$ cat config.mk
export PLATFORM = sky130hd
export DESIGN_NAME = iterative_divider
export DESIGN_NICKNAME = d
export VERILOG_FILES = /design/src/rtl/iterative_divider_pkg.sv /design/src/rtl/iterative_divider_div_step.sv /design/src/rtl/iterative_divider.sv
export SDC_FILE = /design/constraint.sdc
export NUM_CORES = 1
export LEC_CHECK = 0
export CORE_ASPECT_RATIO = 1.1
export CORE_UTILIZATION = 30
export DETAILED_ROUTE_END_ITERATION = 10
export GPL_TIMING_DRIVEN = 0
export HOLD_SLACK_MARGIN = 0.08
export MAX_ROUTING_LAYER = met4
export PLACE_DENSITY = 0.49
export SLEW_MARGIN = 40
export SYNTH_ARGS = -nofsm -noshare
export SYNTH_HDL_FRONTEND = slang
export SYNTH_SLANG_ARGS = --single-unit
$ cat constraint.sdc
create_clock -name clk -period 6.95 [get_ports clk]
set_clock_uncertainty 0.1 [all_clocks]
set_input_delay 1.39 -clock clk [delete_from_list [all_inputs] [get_ports clk]]
set_output_delay 1.39 -clock clk [all_outputs]
set_load 0.02 [all_outputs]
$ cat src/rtl/iterative_divider_pkg.sv
// rtl/iterative_divider_pkg.sv - shared types and constants for the iterative divider
package iterative_divider_pkg;

  localparam int DIV_XLEN = 32;

  typedef enum logic [1:0] {
    D_IDLE,
    D_INIT,
    D_CALC,
    D_SIGN
  } div_states_e;

  // Decoded operation, one-hot over the full execute-stage opcode space.
  typedef enum logic [56:0] {
    NOP    = 57'd1 << 0,
    LUI    = 57'd1 << 1,
    ADD    = 57'd1 << 2,
    SUB    = 57'd1 << 3,
    MUL    = 57'd1 << 45,
    MULH   = 57'd1 << 46,
    MULHSU = 57'd1 << 47,
    MULHU  = 57'd1 << 48,
    DIV    = 57'd1 << 49,
    DIVU   = 57'd1 << 50,
    REM    = 57'd1 << 51,
    REMU   = 57'd1 << 52
  } iType_e;

  function automatic logic is_div_op(input logic [56:0] op);
    return (op == DIV) || (op == DIVU) || (op == REM) || (op == REMU);
  endfunction

  function automatic logic is_signed_op(input logic [56:0] op);
    return (op == DIV) || (op == REM);
  endfunction

  function automatic logic is_rem_op(input logic [56:0] op);
    return (op == REM) || (op == REMU);
  endfunction

endpackage

$ cat src/rtl/iterative_divider_div_step.sv
// rtl/iterative_divider_div_step.sv - one combinational restoring division step
module div_step
  import iterative_divider_pkg::*;
(
  input  logic [DIV_XLEN-1:0] rem_i,
  input  logic                dividend_bit_i,
  input  logic [DIV_XLEN-1:0] divisor_i,
  output logic [DIV_XLEN-1:0] rem_o,
  output logic                quotient_bit_o
);

  logic [DIV_XLEN:0] shifted;
  logic [DIV_XLEN:0] diff;

  // Shift in the next dividend bit, trial-subtract, keep the difference if it did not borrow.
  always_comb begin
    shifted        = {rem_i, dividend_bit_i};
    diff           = shifted - {1'b0, divisor_i};
    quotient_bit_o = ~diff[DIV_XLEN];
    rem_o          = quotient_bit_o ? diff[DIV_XLEN-1:0] : shifted[DIV_XLEN-1:0];
  end

endmodule

$ cat src/rtl/iterative_divider.sv
// rtl/iterative_divider.sv - multi-cycle RV32M divider (DIV_RESULT_REUSE_EN keeps the last result for reuse)
module iterative_divider
  import iterative_divider_pkg::*;
#(
  parameter int BITS_PER_CYCLE = 1
) (
  input  logic        clk,
  input  logic        reset_n,
  input  logic        start_i,
  input  logic [56:0] instruction_operation_i,
  input  logic [31:0] first_operand_i,
  input  logic [31:0] second_operand_i,
  input  logic        flush_i,
  output logic        hold_o,
  output logic        done_o,
  output logic [31:0] result_o
);

  localparam int         STEPS    = DIV_XLEN / BITS_PER_CYCLE;
  localparam logic [4:0] CNT_INIT = 5'(STEPS - 1);

  div_states_e state_q, state_d;
  logic [31:0] op_a_q, op_a_d, op_b_q, op_b_d;
  logic [31:0] div_q, div_d, quo_q, quo_d, rem_q, rem_d;
  logic [31:0] result_q, result_d;
  logic [4:0]  cnt_q, cnt_d;
  logic        signed_q, signed_d, rem_sel_q, rem_sel_d;
  logic        q_neg_q, q_neg_d, r_neg_q, r_neg_d;
  logic        special_q, special_d, done_q, done_d;
  logic [31:0] abs_a, abs_b, q_fin, r_fin;
  logic        accept;

`ifdef DIV_RESULT_REUSE_EN
  logic [31:0] last_a_q, last_a_d, last_b_q, last_b_d;
  logic [31:0] last_quo_q, last_quo_d, last_rem_q, last_rem_d;
  logic        last_signed_q, last_signed_d, last_valid_q, last_valid_d;
  logic        reuse_hit;
`endif

  logic [BITS_PER_CYCLE:0][31:0] chain_rem;
  logic [BITS_PER_CYCLE-1:0]     chain_q;

  assign chain_rem[0] = rem_q;

  for (genvar i = 0; i < BITS_PER_CYCLE; i++) begin : g_step
    div_step u_step (
      .rem_i          (chain_rem[i]),
      .dividend_bit_i (quo_q[DIV_XLEN-1-i]),
      .divisor_i      (div_q),
      .rem_o          (chain_rem[i+1]),
      .quotient_bit_o (chain_q[BITS_PER_CYCLE-1-i])
    );
  end

  assign hold_o   = (state_q != D_IDLE);
  assign done_o   = done_q;
  assign result_o = result_q;

  // Next-state and datapath sequencing; flush overrides everything at the end.
  always_comb begin
    state_d   = state_q;
    op_a_d    = op_a_q;
    op_b_d    = op_b_q;
    div_d     = div_q;
    quo_d     = quo_q;
    rem_d     = rem_q;
    result_d  = result_q;
    cnt_d     = cnt_q;
    signed_d  = signed_q;
    rem_sel_d = rem_sel_q;
    q_neg_d   = q_neg_q;
    r_neg_d   = r_neg_q;
    special_d = special_q;
    done_d    = 1'b0;
    accept    = (state_q == D_IDLE) && start_i && !flush_i &&
                is_div_op(instruction_operation_i);
    abs_a     = (signed_q && op_a_q[31]) ? -op_a_q : op_a_q;
    abs_b     = (signed_q && op_b_q[31]) ? -op_b_q : op_b_q;
    // Special-case results were loaded already final, so they skip the sign fixup.
    q_fin     = (!special_q && q_neg_q) ? -quo_q : quo_q;
    r_fin     = (!special_q && r_neg_q) ? -rem_q : rem_q;
`ifdef DIV_RESULT_REUSE_EN
    last_a_d      = last_a_q;
    last_b_d      = last_b_q;
    last_quo_d    = last_quo_q;
    last_rem_d    = last_rem_q;
    last_signed_d = last_signed_q;
    last_valid_d  = last_valid_q;
    reuse_hit     = last_valid_q && (first_operand_i == last_a_q) &&
                    (second_operand_i == last_b_q) &&
                    (is_signed_op(instruction_operation_i) == last_signed_q);
`endif

    case (state_q)
      D_IDLE: begin
        if (accept) begin
          op_a_d    = first_operand_i;
          op_b_d    = second_operand_i;
          signed_d  = is_signed_op(instruction_operation_i);
          rem_sel_d = is_rem_op(instruction_operation_i);
          state_d   = D_INIT;
`ifdef DIV_RESULT_REUSE_EN
          if (reuse_hit) begin
            quo_d     = last_quo_q;
            rem_d     = last_rem_q;
            special_d = 1'b1;
            state_d   = D_SIGN;
          end
`endif
        end
      end
      D_INIT: begin
        q_neg_d   = signed_q && (op_a_q[31] ^ op_b_q[31]);
        r_neg_d   = signed_q && op_a_q[31];
        special_d = 1'b0;
        if (op_b_q == 32'd0) begin
          quo_d     = 32'hFFFF_FFFF;
          rem_d     = op_a_q;
          special_d = 1'b1;
          state_d   = D_SIGN;
        end else if (signed_q && op_a_q == 32'h8000_0000 && op_b_q == 32'hFFFF_FFFF) begin
          quo_d     = 32'h8000_0000;
          rem_d     = 32'd0;
          special_d = 1'b1;
          state_d   = D_SIGN;
        end else begin
          rem_d   = 32'd0;
          quo_d   = abs_a;
          div_d   = abs_b;
          cnt_d   = CNT_INIT;
          state_d = D_CALC;
        end
      end
      D_CALC: begin
        // quo_q doubles as the dividend shift register: dividend bits leave at the top,
        // quotient bits enter at the bottom.
        rem_d = chain_rem[BITS_PER_CYCLE];
        quo_d = {quo_q[DIV_XLEN-1-BITS_PER_CYCLE:0], chain_q};
        if (cnt_q == 5'd0) begin
          state_d = D_SIGN;
        end else begin
          cnt_d = cnt_q - 5'd1;
        end
      end
      D_SIGN: begin
        result_d = rem_sel_q ? r_fin : q_fin;
        done_d   = 1'b1;
        state_d  = D_IDLE;
`ifdef DIV_RESULT_REUSE_EN
        last_a_d      = op_a_q;
        last_b_d      = op_b_q;
        last_signed_d = signed_q;
        last_quo_d    = q_fin;
        last_rem_d    = r_fin;
        last_valid_d  = 1'b1;
`endif
      end
      default: state_d = D_IDLE;
    endcase

    if (flush_i) begin
      state_d  = D_IDLE;
      done_d   = 1'b0;
      result_d = result_q;
`ifdef DIV_RESULT_REUSE_EN
      last_valid_d = 1'b0;
`endif
    end
  end

  // State and datapath registers, cleared by the asynchronous reset.
  always_ff @(posedge clk or negedge reset_n) begin
    if (!reset_n) begin
      state_q   <= D_IDLE;
      op_a_q    <= '0;
      op_b_q    <= '0;
      div_q     <= '0;
      quo_q     <= '0;
      rem_q     <= '0;
      result_q  <= '0;
      cnt_q     <= '0;
      signed_q  <= 1'b0;
      rem_sel_q <= 1'b0;
      q_neg_q   <= 1'b0;
      r_neg_q   <= 1'b0;
      special_q <= 1'b0;
      done_q    <= 1'b0;
    end else begin
      state_q   <= state_d;
      op_a_q    <= op_a_d;
      op_b_q    <= op_b_d;
      div_q     <= div_d;
      quo_q     <= quo_d;
      rem_q     <= rem_d;
      result_q  <= result_d;
      cnt_q     <= cnt_d;
      signed_q  <= signed_d;
      rem_sel_q <= rem_sel_d;
      q_neg_q   <= q_neg_d;
      r_neg_q   <= r_neg_d;
      special_q <= special_d;
      done_q    <= done_d;
    end
  end

`ifdef DIV_RESULT_REUSE_EN
  // Last-result store used to short-circuit a matching follow-up operation.
  always_ff @(posedge clk or negedge reset_n) begin
    if (!reset_n) begin
      last_a_q      <= '0;
      last_b_q      <= '0;
      last_quo_q    <= '0;
      last_rem_q    <= '0;
      last_signed_q <= 1'b0;
      last_valid_q  <= 1'b0;
    end else begin
      last_a_q      <= last_a_d;
      last_b_q      <= last_b_d;
      last_quo_q    <= last_quo_d;
      last_rem_q    <= last_rem_d;
      last_signed_q <= last_signed_d;
      last_valid_q  <= last_valid_d;
    end
  end
`endif

endmodule

==> reports/metrics.yaml <==
cells_and_area:
  antenna_cells: 0
  fin_util: 0.377
  fillCellCount: 4747
  final_area_um2: 17600
  final_nets: 1947
  multiInputGateArea_um2: 8330
  seqCellArea_um2: 5130
  final_common_cell: "dfrtp_1"
  drive_gt1_frac: 0.104
  mostFrequentLayoutCells: "205 x dfrtp_1, 158 x o21ai_0, 157 x clkdlybuf4s50_1"
  area_growth_pct: 24.1
drt:
  route.detailed.wl_per_inst_um: 20.1
  via_per_inst: 5.24
  antenna_left: 0
  drt_pass1_iterations: 6
  drtIter0Drc: 781
  vias: 12528
  drc: 0
  drt-total-wl_um: 48100
place:
  gp_congestion: 0.906
  io_buffers: 158
  dpl_cell_area_um2: 16600
  dpl.hpwl_um: 38200
sta:
  rsz0062_at_grt: "no"
  hold_viol_final: 0
  post-route-min-period_ps: 4220
  holdWs_ps: 377
  relSlewSlack: 0.453
  slew_viol_final: 0
  worstMarginPinSlew_ps: 821
  max_freq_mhz: 237
  setup_viol: 0
  period_share: 0.608
yosys:
  syn_area_um2: 14200
  ys_seq_area_frac: 0.362
  async_reset_ff_frac: 1.00
  ys_types: 72
  synthCells: 1587
  synth_edf_count: 0
  ys_warn_count: 0
  avgSynthCellArea_um2: 8.93
  synth_top_flop_cell: "dfrtp_1"
  ys_ff_latch: 205
  synth_fp_nets: 1757
clocking:
  h-tree-depth: 1
  cts_sinks: 205
  cts_tree: "done"
  cts_inserted_buffers: 27
  cts_buffer_depth: 3
  cts_hold_buf: 0
  worstSkewPairLatency_ps: 580
  cts_root_buf: "clkbuf_16"
  ctsResizeCount: 0
  postCtsSetupRepairBufs: 0
  clk_pin_slew_ps: 60
worst_hold_path:
  worstHoldStart: "result_o[13]$_DFFE_PN0P_"
  hold_end: "result_o[13]$_DFFE_PN0P_"
  whs_path_depth: 2
  min_path_type: "flop to flop"
die:
  fp-row-count: 83
  ios: 159
  die_width_um: 209
  floorplan.initialDensity: 0.304
  die_area_um2: 48100
  die_h_um: 230
  core_area_um2: 46600
grt:
  antenna_found_initial: 1
  grt_pass1_vias: 12554
  grt_first_pass_wirelength_um: 74600
  grt_overflow: 0
  grt_max_degree: 71
  grt.total_usage: 0.205
critical_path:
  required_ps: 7280
  reg2reg_depth: 13
  cpPeakStageDelay_ps: 580
  r2r-end: "rem_q[23]$_DFFE_PN0P_"
  cpMaxStageDelayCell: "o211ai_1"
  r2r-start: "quo_q[31]$_DFFE_PN0P_"
  r2r_slack_ps: 2730
  worst_path_most_repeated_cell: "buf_4"
  cp_data_arrival_time_ps: 4550
  cp-end-kind: "flop"
  setup.worst_path.class: "flop to flop"
  startpoint_type: "flop"
  crit_chain: "inv_1 -> ha_1 -> fa_1 -> nand2b_1 -> a21oi_1 -> o21ai_0 -> o211ai_1 -> a311o_1 -> and2_1 -> buf_4 -> buf_4 -> mux2i_1 -> a31oi_1"
  crit_fanout: 10
power:
  powerDensity_nw_per_um2: 159
  ir_drop_mv: 0.166
  leakagePower_uw: 0.00783
run:
  drv_cap: 0
status:
  status: "finished clean"
worst max-delay path: cells and delay by family, from the launching register on:
kind,cells,cell delay [ps]
compound gates,5,1730
fa+ha+maj,2,660
buf+inv,3,630
flops,1,320
mux,1,250
simple gates,2,380
registers in the layout, summed over array words and instances (netlist names):
register and cells:
special_q 1, div_q 32, done_o 1, result_o 32, quo_q 32, rem_sel_q 1, signed_q 1, state_q 2
cnt_q 5, rem_q 32, r_neg_q 1, q_neg_q 1, op_a_q 32, op_b_q 32
cell usage after synthesis, types with 11 or more instances:
cell,n,area share
dfrtp_1,205,0.36
o21ai_0,158,0.056
a21oi_1,134,0.047
nand2_1,127,0.034
nor2_1,126,0.033
xnor2_1,84,0.052
inv_1,74,0.020
clkbuf_1,61,0.016
xor2_1,53,0.033
mux2_4,50,0.053
ha_1,44,0.039
mux2_2,35,0.028
nor3_1,32,0.011
mux2i_1,30,0.021
nand4_1,30,0.013
nor4_1,29,0.013
nor2b_1,27,0.012
o31ai_1,19,0.010
or3_1,18,0.0079
a31oi_1,15,0.0066
nand3_1,15,0.0053
o41ai_1,15,0.0093
or4_1,15,0.0079
a221oi_1,14,0.0087
nand2b_1,14,0.0062
a41oi_1,13,0.0080
o221ai_1,13,0.0080
buf_2,11,0.0039
o211ai_1,11,0.0058
cells by family (layout without fill, tap and decap cells):
group | Yosys count | in the layout | synth area share
buf+inv | 163 | 374 | 0.0523
simple gates | 474 | 474 | 0.166
mux | 116 | 116 | 0.103
flops | 205 | 205 | 0.362
fa+ha+maj | 45 | 45 | 0.0403
xor+xnor | 137 | 137 | 0.0847
compound gates | 447 | 447 | 0.191
layer usage:
metal / wire length [um] / GRT usage
met5: 0 / -
met4: 1410 / 0.0581
met3: 1840 / 0.0219
met2: 23200 / 0.344
met1: 21700 / 0.262
where the power goes:
part / total [uW] / internal [uW] / switching [uW]
Sequential: 1190 / 1190 / 0
Combinational: 107 / 68.4 / 38.3
Clock: 1490 / 903 / 584
Total: 2790 / 2170 / 622
how the worst max path moves through the flow:
stage                           startpoint                     end  slack (ps)  depth (start not counted)
2_1_floorplan  instruction_operation_i[13]   op_a_q[0]$_DFFE_PN0P_        3100                          7
3_3_place_gp                       reset_n  op_b_q[31]$_DFFE_PN0P_       -4850                          1
5_1_grt              quo_q[31]$_DFFE_PN0P_   rem_q[25]$_DFFE_PN0P_        2480                         13
3_5_place_dp   instruction_operation_i[13]  op_b_q[23]$_DFFE_PN0P_        2470                          8
6_report             quo_q[31]$_DFFE_PN0P_   rem_q[23]$_DFFE_PN0P_        2730                         13
4_1_cts              quo_q[31]$_DFFE_PN0P_   rem_q[23]$_DFFE_PN0P_        2690                         13
final cells by class:
cell class,count,area share
multi-input combinational,1219,0.474
sequential,205,0.292
timing repair buffer,161,0.0950
tap,595,0.0424
clock buffer,32,0.0412
buffer,89,0.0265
inverter,74,0.0158
clock inverter,18,0.0133
metrics by stage:
stage / std cells / total power [uW] / setup WS (ps) / setup TNS [ps]
6_report: 2393 / 2790 / 2730 / 0
5_1_grt: 2393 / 2880 / 2480 / 0
4_1_cts: 2393 / 2830 / 2690 / 0
3_5_place_dp: 2343 / 1330 / 2470 / 0
3_3_place_gp: 2340 / 1320 / -4850 / -986750
2_1_floorplan: 1587 / 1220 / 3100 / 0
No activity file was read; power rests on OpenSTA's default activity.
